[src/rtl/buffered_line_router_if.sv]
// Bus bundle for the three-port line router.
// Carries the left / right / self input channels (data, valid, ready),
// the matching output channels and the per-output source tags.
// The router sits on the slave modport; neighbours and the local
// client (or a testbench) sit on the master modport.
interface buffered_line_router_if #(
    parameter int WIDTH = 32
);
    // Input channels: flits arriving from the left neighbour, right neighbour and self
    logic [WIDTH-1:0] shiftInLeftData;
    logic [WIDTH-1:0] shiftInRightData;
    logic [WIDTH-1:0] shiftInData;
    logic             shiftInLeftCS;
    logic             shiftInRightCS;
    logic             shiftInCS;
    logic             shiftInLeftReady;
    logic             shiftInRightReady;
    logic             shiftInReady;

    // Output channels: flits leaving toward the left neighbour, right neighbour and self
    logic [WIDTH-1:0] shiftOutLeftData;
    logic [WIDTH-1:0] shiftOutRightData;
    logic [WIDTH-1:0] shiftOutData;
    logic             shiftOutLeftCS;
    logic             shiftOutRightCS;
    logic             shiftOutCS;
    logic             shiftOutLeftReady;
    logic             shiftOutRightReady;
    logic             shiftOutReady;

    // Which input produced the flit currently held in each output register
    logic [1:0]       leftDataSource;
    logic [1:0]       rightDataSource;
    logic [1:0]       selfDataSource;

    modport slave (
        input  shiftInLeftData, shiftInRightData, shiftInData,
        input  shiftInLeftCS, shiftInRightCS, shiftInCS,
        output shiftInLeftReady, shiftInRightReady, shiftInReady,
        output shiftOutLeftData, shiftOutRightData, shiftOutData,
        output shiftOutLeftCS, shiftOutRightCS, shiftOutCS,
        input  shiftOutLeftReady, shiftOutRightReady, shiftOutReady,
        output leftDataSource, rightDataSource, selfDataSource
    );

    modport master (
        output shiftInLeftData, shiftInRightData, shiftInData,
        output shiftInLeftCS, shiftInRightCS, shiftInCS,
        input  shiftInLeftReady, shiftInRightReady, shiftInReady,
        input  shiftOutLeftData, shiftOutRightData, shiftOutData,
        input  shiftOutLeftCS, shiftOutRightCS, shiftOutCS,
        output shiftOutLeftReady, shiftOutRightReady, shiftOutReady,
        input  leftDataSource, rightDataSource, selfDataSource
    );
endinterface

[src/rtl/buffered_line_router.sv]
// Buffered three-port router node for a linear chain.
// Every input (left, right, self) owns a small FIFO. The head of each FIFO
// is routed by its header: direction in the two MSBs, hop count just below.
// Each output is a registered valid/ready stage fed by a round-robin arbiter
// over the three FIFO heads. Heads bound for different outputs move in the
// same cycle; a losing head simply waits in its FIFO, so nothing is dropped
// and per-input order is preserved.
// Port index convention used internally: 0 = left, 1 = right, 2 = self.
module buffered_line_router #(
    parameter int WIDTH = 32,
    parameter int DEPTH = 4,
    parameter int HOP_W = 4
) (
    input logic                   shiftInCLK,
    input logic                   resetN,
    buffered_line_router_if.slave bus
);

    localparam int AW = $clog2(DEPTH);
    localparam int CW = AW + 1;
    localparam int NP = 3;

    localparam logic [1:0] PORT_L = 2'd0;
    localparam logic [1:0] PORT_R = 2'd1;
    localparam logic [1:0] PORT_S = 2'd2;

    localparam logic [1:0] DIR_LEFT  = 2'b01;
    localparam logic [1:0] DIR_RIGHT = 2'b10;

    // Flattened views of the bus so the datapath can be written as loops
    logic [WIDTH-1:0] in_data   [NP];
    logic [NP-1:0]    in_cs;
    logic [NP-1:0]    out_ready;

    // FIFO storage and bookkeeping
    logic [WIDTH-1:0] mem_q     [NP][DEPTH];
    logic [WIDTH-1:0] mem_d     [NP][DEPTH];
    logic [AW-1:0]    wr_ptr_q  [NP];
    logic [AW-1:0]    wr_ptr_d  [NP];
    logic [AW-1:0]    rd_ptr_q  [NP];
    logic [AW-1:0]    rd_ptr_d  [NP];
    logic [CW-1:0]    count_q   [NP];
    logic [CW-1:0]    count_d   [NP];

    logic [NP-1:0]    in_ready;
    logic [NP-1:0]    push;
    logic [NP-1:0]    pop;
    logic [NP-1:0]    head_valid;

    // Decoded FIFO heads
    logic [WIDTH-1:0] head_data [NP];
    logic [WIDTH-1:0] head_fwd  [NP];
    logic [1:0]       head_dest [NP];

    // Arbitration
    logic [NP-1:0]    req       [NP];
    logic [NP-1:0]    grant     [NP];
    logic [NP-1:0]    can_load;

    // Output registers and round-robin pointers
    logic             out_cs_q   [NP];
    logic             out_cs_d   [NP];
    logic [WIDTH-1:0] out_data_q [NP];
    logic [WIDTH-1:0] out_data_d [NP];
    logic [1:0]       out_src_q  [NP];
    logic [1:0]       out_src_d  [NP];
    logic [1:0]       rr_ptr_q   [NP];
    logic [1:0]       rr_ptr_d   [NP];

    // Round-robin pick: first requester found starting at the pointer, one-hot result
    function automatic logic [NP-1:0] rr_grant(input logic [NP-1:0] r, input logic [1:0] ptr);
        logic [NP-1:0] g;
        int            idx;
        g = '0;
        for (int k = 0; k < NP; k++) begin
            idx = (int'(ptr) + k) % NP;
            if (g == '0 && r[idx[1:0]]) begin
                g[idx[1:0]] = 1'b1;
            end
        end
        return g;
    endfunction

    // Gather the bus inputs into indexed arrays
    always_comb begin
        in_data[0]   = bus.shiftInLeftData;
        in_data[1]   = bus.shiftInRightData;
        in_data[2]   = bus.shiftInData;
        in_cs        = {bus.shiftInCS, bus.shiftInRightCS, bus.shiftInLeftCS};
        out_ready    = {bus.shiftOutReady, bus.shiftOutRightReady, bus.shiftOutLeftReady};
    end

    // FIFO status: ready comes only from the registered count, so it never depends on CS
    always_comb begin
        in_ready   = '0;
        push       = '0;
        head_valid = '0;
        for (int i = 0; i < NP; i++) begin
            in_ready[i]   = (count_q[i] != CW'(DEPTH));
            push[i]       = in_cs[i] && in_ready[i];
            head_valid[i] = (count_q[i] != '0);
        end
    end

    // Decode each FIFO head: pick its output and decrement the hop count when it travels on
    always_comb begin
        for (int i = 0; i < NP; i++) begin
            head_data[i] = mem_q[i][rd_ptr_q[i]];
            head_fwd[i]  = head_data[i];
            head_dest[i] = PORT_S;
            if (head_data[i][WIDTH-3 -: HOP_W] != '0) begin
                if (head_data[i][WIDTH-1 -: 2] == DIR_LEFT) begin
                    head_dest[i] = PORT_L;
                    head_fwd[i][WIDTH-3 -: HOP_W] = head_data[i][WIDTH-3 -: HOP_W] - HOP_W'(1);
                end else if (head_data[i][WIDTH-1 -: 2] == DIR_RIGHT) begin
                    head_dest[i] = PORT_R;
                    head_fwd[i][WIDTH-3 -: HOP_W] = head_data[i][WIDTH-3 -: HOP_W] - HOP_W'(1);
                end
            end
        end
    end

    // Per-output arbitration; an output only grants when its register is free or draining
    always_comb begin
        pop = '0;
        for (int o = 0; o < NP; o++) begin
            req[o] = '0;
            for (int i = 0; i < NP; i++) begin
                req[o][i] = head_valid[i] && (head_dest[i] == 2'(o));
            end
            can_load[o] = !out_cs_q[o] || out_ready[o];
            grant[o]    = can_load[o] ? rr_grant(req[o], rr_ptr_q[o]) : '0;
        end
        for (int i = 0; i < NP; i++) begin
            pop[i] = grant[0][i] || grant[1][i] || grant[2][i];
        end
    end

    // FIFO next state: write at the tail, advance the head on a grant, track occupancy
    always_comb begin
        mem_d = mem_q;
        for (int i = 0; i < NP; i++) begin
            wr_ptr_d[i] = wr_ptr_q[i];
            rd_ptr_d[i] = rd_ptr_q[i];
            if (push[i]) begin
                mem_d[i][wr_ptr_q[i]] = in_data[i];
                wr_ptr_d[i]           = wr_ptr_q[i] + AW'(1);
            end
            if (pop[i]) begin
                rd_ptr_d[i] = rd_ptr_q[i] + AW'(1);
            end
            count_d[i] = count_q[i] + CW'(push[i]) - CW'(pop[i]);
        end
    end

    // Output register next state: load the winner, otherwise empty out after a handshake
    always_comb begin
        for (int o = 0; o < NP; o++) begin
            out_cs_d[o]   = out_cs_q[o];
            out_data_d[o] = out_data_q[o];
            out_src_d[o]  = out_src_q[o];
            rr_ptr_d[o]   = rr_ptr_q[o];
            if (grant[o] != '0) begin
                out_cs_d[o] = 1'b1;
                for (int i = 0; i < NP; i++) begin
                    if (grant[o][i]) begin
                        out_data_d[o] = head_fwd[i];
                        out_src_d[o]  = 2'(i);
                        rr_ptr_d[o]   = (i == NP - 1) ? PORT_L : 2'(i + 1);
                    end
                end
            end else if (out_cs_q[o] && out_ready[o]) begin
                out_cs_d[o] = 1'b0;
            end
        end
    end

    // FIFO storage has no reset; the pointers and counts below decide what is valid
    always_ff @(posedge shiftInCLK) begin
        mem_q <= mem_d;
    end

    // Control state: asynchronous reset flushes every FIFO and clears every output stage
    always_ff @(posedge shiftInCLK or negedge resetN) begin
        if (!resetN) begin
            for (int i = 0; i < NP; i++) begin
                wr_ptr_q[i]   <= '0;
                rd_ptr_q[i]   <= '0;
                count_q[i]    <= '0;
                out_cs_q[i]   <= 1'b0;
                out_data_q[i] <= '0;
                out_src_q[i]  <= PORT_L;
                rr_ptr_q[i]   <= PORT_L;
            end
        end else begin
            wr_ptr_q   <= wr_ptr_d;
            rd_ptr_q   <= rd_ptr_d;
            count_q    <= count_d;
            out_cs_q   <= out_cs_d;
            out_data_q <= out_data_d;
            out_src_q  <= out_src_d;
            rr_ptr_q   <= rr_ptr_d;
        end
    end

    // Drive the bus from the registered state
    assign bus.shiftInLeftReady   = in_ready[0];
    assign bus.shiftInRightReady  = in_ready[1];
    assign bus.shiftInReady       = in_ready[2];

    assign bus.shiftOutLeftData   = out_data_q[0];
    assign bus.shiftOutRightData  = out_data_q[1];
    assign bus.shiftOutData       = out_data_q[2];
    assign bus.shiftOutLeftCS     = out_cs_q[0];
    assign bus.shiftOutRightCS    = out_cs_q[1];
    assign bus.shiftOutCS         = out_cs_q[2];
    assign bus.leftDataSource     = out_src_q[0];
    assign bus.rightDataSource    = out_src_q[1];
    assign bus.selfDataSource     = out_src_q[2];

endmodule

[src/flat_wrapper.sv]
// flat-port wrapper written by rule: the top's interface ports become plain ports
module buffered_line_router_flat 
#(
    parameter int WIDTH = 32,
    parameter int DEPTH = 4,
    parameter int HOP_W = 4
)
  (shiftInCLK, resetN, bus_shiftInLeftData, bus_shiftInRightData, bus_shiftInData, bus_shiftInLeftCS, bus_shiftInRightCS, bus_shiftInCS, bus_shiftInLeftReady, bus_shiftInRightReady, bus_shiftInReady, bus_shiftOutLeftData, bus_shiftOutRightData, bus_shiftOutData, bus_shiftOutLeftCS, bus_shiftOutRightCS, bus_shiftOutCS, bus_shiftOutLeftReady, bus_shiftOutRightReady, bus_shiftOutReady, bus_leftDataSource, bus_rightDataSource, bus_selfDataSource);
  buffered_line_router_if #(.WIDTH(WIDTH)) bus_i ();
  input logic shiftInCLK;
  input logic resetN;
  input wire logic [$bits(bus_i.shiftInLeftData)-1:0] bus_shiftInLeftData;
  input wire logic [$bits(bus_i.shiftInRightData)-1:0] bus_shiftInRightData;
  input wire logic [$bits(bus_i.shiftInData)-1:0] bus_shiftInData;
  input wire logic [$bits(bus_i.shiftInLeftCS)-1:0] bus_shiftInLeftCS;
  input wire logic [$bits(bus_i.shiftInRightCS)-1:0] bus_shiftInRightCS;
  input wire logic [$bits(bus_i.shiftInCS)-1:0] bus_shiftInCS;
  output wire logic [$bits(bus_i.shiftInLeftReady)-1:0] bus_shiftInLeftReady;
  output wire logic [$bits(bus_i.shiftInRightReady)-1:0] bus_shiftInRightReady;
  output wire logic [$bits(bus_i.shiftInReady)-1:0] bus_shiftInReady;
  output wire logic [$bits(bus_i.shiftOutLeftData)-1:0] bus_shiftOutLeftData;
  output wire logic [$bits(bus_i.shiftOutRightData)-1:0] bus_shiftOutRightData;
  output wire logic [$bits(bus_i.shiftOutData)-1:0] bus_shiftOutData;
  output wire logic [$bits(bus_i.shiftOutLeftCS)-1:0] bus_shiftOutLeftCS;
  output wire logic [$bits(bus_i.shiftOutRightCS)-1:0] bus_shiftOutRightCS;
  output wire logic [$bits(bus_i.shiftOutCS)-1:0] bus_shiftOutCS;
  input wire logic [$bits(bus_i.shiftOutLeftReady)-1:0] bus_shiftOutLeftReady;
  input wire logic [$bits(bus_i.shiftOutRightReady)-1:0] bus_shiftOutRightReady;
  input wire logic [$bits(bus_i.shiftOutReady)-1:0] bus_shiftOutReady;
  output wire logic [$bits(bus_i.leftDataSource)-1:0] bus_leftDataSource;
  output wire logic [$bits(bus_i.rightDataSource)-1:0] bus_rightDataSource;
  output wire logic [$bits(bus_i.selfDataSource)-1:0] bus_selfDataSource;
  assign bus_i.shiftInLeftData = bus_shiftInLeftData;
  assign bus_i.shiftInRightData = bus_shiftInRightData;
  assign bus_i.shiftInData = bus_shiftInData;
  assign bus_i.shiftInLeftCS = bus_shiftInLeftCS;
  assign bus_i.shiftInRightCS = bus_shiftInRightCS;
  assign bus_i.shiftInCS = bus_shiftInCS;
  assign bus_shiftInLeftReady = bus_i.shiftInLeftReady;
  assign bus_shiftInRightReady = bus_i.shiftInRightReady;
  assign bus_shiftInReady = bus_i.shiftInReady;
  assign bus_shiftOutLeftData = bus_i.shiftOutLeftData;
  assign bus_shiftOutRightData = bus_i.shiftOutRightData;
  assign bus_shiftOutData = bus_i.shiftOutData;
  assign bus_shiftOutLeftCS = bus_i.shiftOutLeftCS;
  assign bus_shiftOutRightCS = bus_i.shiftOutRightCS;
  assign bus_shiftOutCS = bus_i.shiftOutCS;
  assign bus_i.shiftOutLeftReady = bus_shiftOutLeftReady;
  assign bus_i.shiftOutRightReady = bus_shiftOutRightReady;
  assign bus_i.shiftOutReady = bus_shiftOutReady;
  assign bus_leftDataSource = bus_i.leftDataSource;
  assign bus_rightDataSource = bus_i.rightDataSource;
  assign bus_selfDataSource = bus_i.selfDataSource;
  buffered_line_router #(.WIDTH(WIDTH), .DEPTH(DEPTH), .HOP_W(HOP_W)) u_core (.shiftInCLK(shiftInCLK), .resetN(resetN), .bus(bus_i));
endmodule
[config.mk]
export PLATFORM = sky130hd
export DESIGN_NAME = buffered_line_router_flat
export DESIGN_NICKNAME = d
export VERILOG_FILES = /design/src/rtl/buffered_line_router_if.sv /design/src/rtl/buffered_line_router.sv /design/src/flat_wrapper.sv
export SDC_FILE = /design/constraint.sdc
export NUM_CORES = 1
export LEC_CHECK = 0
export ABC_AREA = 1
export ABC_CLOCK_PERIOD_IN_PS = 6300
export CAP_MARGIN = 20
export CORE_ASPECT_RATIO = 1.4
export CORE_MARGIN = 2
export CORE_UTILIZATION = 57
export CTS_BUF_LIST = sky130_fd_sc_hd__clkbuf_2 sky130_fd_sc_hd__clkbuf_4 sky130_fd_sc_hd__clkbuf_8
export CTS_CLUSTER_DIAMETER = 100
export DETAILED_ROUTE_END_ITERATION = 8
export PLACE_DENSITY_LB_ADDON = 0.25
export SETUP_SLACK_MARGIN = 0.05
export SLEW_MARGIN = 15
export SYNTH_ARGS = -nofsm -noshare
export SYNTH_HDL_FRONTEND = slang
export SYNTH_SLANG_ARGS = --single-unit
[constraint.sdc]
create_clock -name shiftInCLK -period 6.3 [get_ports shiftInCLK]
set_input_delay 1.26 -clock shiftInCLK [delete_from_list [all_inputs] [get_ports shiftInCLK]]
set_output_delay 1.26 -clock shiftInCLK [all_outputs]
set_load 0.1 [all_outputs]
# --- Yosys cells after proc, flatten, opt, wreduce, memory -nomap -nowiden ---
# Cells that the tools add are included.
word_totals:
  regBits: 516
  latchBits: 0
  ramBits: 0
  mem_bits_ro: 0
  in_bits: 104
  word_cells: 300
  memories: 0
classes:
  addsub: 21
  n_mul: 0
  div_mod_pow: 9
  magnitude_cmp: 27
  eq_ne: 15
  shifts: 0
  n_mux: 117
  n_bitwise: 12
  n_reduce_logical: 66
ops:
  columns: ["op", "n"]
  rows:
  - ["two-way mux 32 bit", 18]
  - ["bitwise mux 128 bit", 3]
  - ["binary-select mux 32 bit (select 2 bit)", 3]
  - ["demux 32 bit (select 2 bit)", 3]
  - ["remainder unit 32 x 3 -> 32 bit (second input constant)", 6]
  - ["remainder unit 3 x 3 -> 32 bit (second input constant)", 3]
  - ["two-way mux 2 bit", 27]
  - ["two-way mux 3 bit", 12]
  - ["two-way mux 4 bit", 9]
  - ["logical AND 1 bit", 33]
  - ["less-than comparator 2 x 3 -> 1 bit (second input constant)", 9]
  - ["two-way mux 1 bit", 24]
  - ["binary-select mux 1 bit (select 2 bit)", 9]
  - ["demux 1 bit (select 2 bit)", 9]
  - [">= comparator 2 x 1 -> 1 bit (second input constant)", 9]
  - [">= comparator 3 bit (second input constant)", 6]
  - ["logical NOT 3 bit", 6]
  - ["NOT 2 -> 3 bit", 6]
  - ["OR 3 bit", 6]
  - ["nonzero test 3 bit", 6]
  - ["adder 2 x 1 -> 2 bit (second input constant)", 6]
  - ["equality test 2 x 1 -> 1 bit (second input constant)", 6]
  - ["equality test 2 bit (second input constant)", 6]
  - ["nonzero test 4 bit", 3]
  - ["11 further kinds", 39]

# --- Logic depth before layout (Yosys ltp) ---
logic_depth:
  word_depth: 23
  depth_mapped: 28
  ltp_nobuf: 26

# --- Worst setup path before layout ---
# Ideal clock, no wire load.
synth_path:
  path_kind: "register to register"
  from: "reg u_core.rd_ptr_q[4] (netlist bit)"
  to: "reg u_core.count_q[2] (netlist bit)"
  setup_ns: 0.123
  t_arrival_ns: 4.102
  t_required_ns: 6.177
  setup_slack_ns: 2.075
  stages_incl_launch_ff: 26
  period_less_slack_ns: 4.225
  path_cell_list: "dfrtp_1 -> buf_2 -> clkbuf_1 -> nand2_1 -> a32oi_1 -> inv_1 -> ha_1 -> nor2_1 -> nand4_1 -> nand3_1 -> nand2_1 -> nor2_4 -> nand2_1 -> o21bai_4 -> nor2_2 -> nand3_2 -> nand2_2 -> nand2_2 -> buf_2 -> nand3_1 -> ha_1 -> inv_1 -> ha_1 -> inv_1 -> fa_1 -> xnor2_1"
synth_lines:
  columns: ["element", "line_no", "text"]
  rows:
  - ["start, declared", "buffered_line_router.sv:40", "logic [AW-1:0] rd_ptr_q [NP];"]
  - ["start signal, assigned", "buffered_line_router.sv:197", "rd_ptr_q <= rd_ptr_d;"]
  - ["end signal, assigned", "buffered_line_router.sv:198", "count_q <= count_d;"]
  - ["end, declared", "buffered_line_router.sv:42", "logic [CW-1:0] count_q [NP];"]

# --- Final worst setup path ---
layout_path:
  from: "reg u_core.rd_ptr_q[0] (netlist bit)"
  to: "reg u_core.out_data_q, in the netlist u_core.bus.shiftOutLeftData[4]"
layout_via:
  elab_chain_len: 22
  elab_cells_between_ends: 31
  cone_classes: "eq/ne: 2; mux: 18; bitwise: 3; reduce/logical: 8"
layout_rtl:
  columns: ["element", "line_no", "text"]
  rows:
  - ["NOT 2 -> 3 bit (implied by the code) (*)", "buffered_line_router.sv:108", "head_data[i] = mem_q[i][rd_ptr_q[i]];"]
  - ["binary-select mux 32 bit (select 2 bit) (*)", "buffered_line_router.sv:108", null]
  - ["two-way mux 32 bit (implied by the code) (*) (2 in a row)", "buffered_line_router.sv:108", null]
  - ["equality test 2 bit", "buffered_line_router.sv:115", "end else if (head_data[i][WIDTH-1 -: 2] == DIR_RIGHT) begin"]
  - ["two-way mux 2 bit", "buffered_line_router.sv:115", null]
  - ["two-way mux 2 bit", "buffered_line_router.sv:112", "if (head_data[i][WIDTH-1 -: 2] == DIR_LEFT) begin"]
  - ["two-way mux 2 bit", "buffered_line_router.sv:111", "if (head_data[i][WIDTH-3 -: HOP_W] != '0) begin"]
  - ["logical NOT 2 bit", "buffered_line_router.sv:129", "req[o][i] = head_valid[i] && (head_dest[i] == 2'(o));"]
  - ["[... 4 more ...]", null, null]
  - ["logical NOT 3 bit", "buffered_line_router.sv:77", "if (g == '0 && r[idx[1:0]]) begin"]
  - ["logical AND 1 bit", "buffered_line_router.sv:77", null]
  - ["two-way mux 3 bit", "buffered_line_router.sv:77", null]
  - ["logical NOT 3 bit", "buffered_line_router.sv:77", null]
  - ["logical AND 1 bit", "buffered_line_router.sv:77", null]
  - ["two-way mux 3 bit", "buffered_line_router.sv:77", null]
  - ["two-way mux 3 bit", "buffered_line_router.sv:132", "grant[o] = can_load[o] ? rr_grant(req[o], rr_ptr_q[o]) : '0;"]
  - ["two-way mux 32 bit (2 in a row)", "buffered_line_router.sv:166", "if (grant[o][i]) begin"]
  - ["end signal, assigned", "buffered_line_router.sv:200", "out_data_q <= out_data_d;"]
  - ["end, declared", "buffered_line_router.sv:63", "logic [WIDTH-1:0] out_data_q [NP];"]
# Every way passes the cells marked *; elsewhere a longest branch is shown, timed or not. The select of a mux whose other input is x is not followed.
# A chain may end at the register's enable or synchronous reset.

==> results.toml <==
[logic_synthesis]
netlist_area_um2 = 23770
synth_top_family_by_area = "simple AND/OR/NAND/NOR gates"
syn_nets = 2517
syn_area_per_cell_um2 = 10.04
synth-seq-cells = 513
postSynth.asyncResetShare_pct = 25.15
netlist_instances = 2368
yosysWarnings = 0
synthSimpleGateAreaFrac_pct = 22.82
synth_mux_area_share_pct = 0.1263
synth_fa_ha_area_share_pct = 2.464
ys_seq_area_share_pct = 62.09
synth_ff_type = "edfxtp_1"
synth_edf_count = 384
ys_types = 44
synth_compound_area_share_pct = 7.243
synth-xor-area-share_pct = 0.6264

[floorplan]
core_um2 = 41180
start_util_pct = 57.72
ios = 212
std_cell_rows = 88
fp.dieH_um = 245.6
die_w_um = 176.6
dieArea_um2 = 43370

[routing]
viasPerCell = 6.083
drt_iter0_markers = 2184
postRouteAntennaNets = 0
first_pass_iters = 6
drt-wirelength-per-cell_um = 22.26
drc_errors = 0
vias = 19140
routed_wl_um = 70050

[placed_design]
gp_congestion = 0.8825
io_buffers = 211
dp_hpwl_um = 44520

[cts]
clk_latency_ns = 0.65
clock_path_buffers = 3
h-tree-depth = 3
cts_hold_buf = 0
cts.reportedPaths.clkPinSlew_ns = 0.06
cts-root-buf = "clkbuf_8"
numCtsBuffers = 75
post_cts_buffers = 0
clock_sinks = 513
cts_resized = 0
cts_tree = "built"

[job]
cap_violations = 0

[critical_path]
required_ns = 6.80
arrival_ns = 5.60
critPathKind = "register to register"
end_kind = "register"
critPathMaxFanout = 71
startpoint_type = "register"

[layout]
fin_nets = 2692
fin_util_pct = 67.49
areaGrowthSynthToFinish_pct = 16.92
post_route_cells_drive_above_1_share_pct = 9.056

[global_routing]
grt-ovfl-total = 0
grt_pass1_vias = 18170
grt_pass1_wl_um = 105300
grt_max_degree = 77
grt_usage_pct = 32.25
antenna_found_initial = 1

[sta]
finalHoldViolations = 0
setup_tns_ns = 0
final_max_slew_viol_count = 0
rsz0062_at_grt = "false"
fin_crit_ns = 5.099
finalCritPeriodShare_pct = 80.93
fin_skew_ns = 0.04364
worst_pin_slew_ns = 0.9994
slew_headroom_pct = 33.37
setup_viol = 0
fmax_mhz = 196.1

[status]
status = "finished, final reports clean"

[worst_hold_path]
hp-class = "register to register"
[area by class of cell]
| cell class | instances | area (um^2) |
|---|---|---|
| timing repair buffer | 254 | 2469 |
| tap | 540 | 675.6 |
| inverter | 89 | 334.1 |
| fill | 3122 | 13390 |
| multi-input combinational | 1610 | 7944 |
| sequential | 513 | 14760 |
| clock inverter | 28 | 220.2 |
| clock buffer | 112 | 1385 |
| antenna | 1 | 2.502 |
[worst max-delay path: stages (launching register included)]
cell,delay [ns]
dfrtp_1,0.37
buf_4,0.57
nand2_1,0.14
a32oi_1,0.77
ha_1,0.39
nor2_1,0.18
nand3b_1,0.17
o21ai_1,0.16
nand2_1,0.07
nor2_2,0.16
nand3_1,0.12
nand2_1,0.09
nor2_1,0.05
and2_1,0.15
nand3_1,0.08
nand2_2,0.06
nand2_2,0.06
buf_4,0.70
nand3_2,0.11
buf_4,0.32
nand2_1,0.13
nand2_1,0.06
[path summary, 6_finish.rpt]
path                                                       start                          endpoint  slack [ns]  cells after the start
worst max-delay path                          u_core.rd_ptr_q[0]    u_core.bus.shiftOutLeftData[4]        1.20                     21
worst min-delay path            u_core.bus.shiftOutRightData[27]  u_core.bus.shiftOutRightData[27]        0.51                      2
min in group asynchronous                                 resetN                 u_core.count_q[1]        0.66                      1
worst min register to register  u_core.bus.shiftOutRightData[27]  u_core.bus.shiftOutRightData[27]        0.51                      2
max in group asynchronous                                 resetN        u_core.bus.shiftOutData[9]        4.33                      2
worst max register to register                u_core.rd_ptr_q[0]    u_core.bus.shiftOutLeftData[4]        1.20                     21
[per-stage QoR]
step | setup slack (ns) | cell area [um^2] | hold WS [ns] | cells
after global routing | 0.8632 | 27790 | 0.5359 | 3147
after floorplan | 2.075 | 23770 | 0.5566 | 2368
after global placement | 1.239 | 26160 | 0.5011 | 3005
final | 1.201 | 27790 | 0.5075 | 3147
after detailed placement | 1.073 | 26160 | 0.5062 | 3005
after CTS | 1.045 | 27760 | 0.5187 | 3145
[kinds of logic (layout without fill, tap and decap cells)]
| kind of cell | Yosys count | after routing |
|---|---|---|
| buffers and inverters | 245 | 483 |
| other | 0 | 1 |
| flip-flops | 513 | 513 |
| AND/OR/NAND/NOR | 1245 | 1245 |
| adder cells (fa/ha/maj) | 45 | 45 |
| multiplexers | 3 | 3 |
| AO/OA/AOI/OAI | 300 | 300 |
| XOR/XNOR | 17 | 17 |
[state kept, by name, indices dropped and copies added, names as in the netlist, 3 cells and up]
register / cells
u_core.wr_ptr_q: 6
u_core.mem_q: 384
u_core.bus.shiftOutData: 32
u_core.bus.shiftOutRightData: 32
u_core.count_q: 9
u_core.bus.shiftOutLeftData: 32
u_core.rr_ptr_q: 3
u_core.rd_ptr_q: 6
[cells in the final DEF (no fill, tap or decap), types with 41 or more instances in the layout]
master / synthesis / layout
dfrtp_1: 129 / 128
inv_1: 80 / 80
nand2_1: 559 / 558
edfxtp_1: 384 / 384
nand3_1: 274 / 274
nor2_1: 285 / 273
ha_1: 42 / 42
o21ai_0: 170 / 170
o22ai_1: 79 / 79
clkdlybuf4s50_1: 0 / 210
nand4_1: 85 / 85
buf_4: 22 / 41
clkbuf_8: 0 / 87
[cell usage after synthesis, types with 6 or more instances]
| library cell | n | area [um^2] |
|---|---|---|
| xnor2_1 | 8 | 70.07 |
| nor2_1 | 285 | 1070 |
| nand2_1 | 559 | 2098 |
| a21oi_1 | 19 | 95.09 |
| nand2_2 | 13 | 81.33 |
| a32oi_1 | 8 | 70.07 |
| o22ai_1 | 79 | 494.2 |
| o21ai_1 | 6 | 30.03 |
| xor2_1 | 9 | 78.83 |
| dfrtp_1 | 129 | 3228 |
| nand3_2 | 9 | 90.09 |
| nand4_1 | 85 | 531.8 |
| inv_1 | 80 | 300.3 |
| buf_4 | 22 | 165.2 |
| inv_2 | 7 | 26.28 |
| clkbuf_1 | 67 | 251.5 |
| nand3_1 | 274 | 1371 |
| buf_2 | 59 | 295.3 |
| edfxtp_1 | 384 | 11530 |
| ha_1 | 42 | 525.5 |
| o21ai_0 | 170 | 850.8 |
[per-layer routing]
metal  share of wire [%]  up-vias  track usage, %
li1                    -     8595               -
met1                  36     9130           40.95
met2                  48     1191           51.52
met3                  10      228           6.617
met4                 6.3        0           18.62
met5                   0        -               0
Power is not shown: default switching activity piles up to over one toggle a cycle in this logic, so the estimate is an artifact.
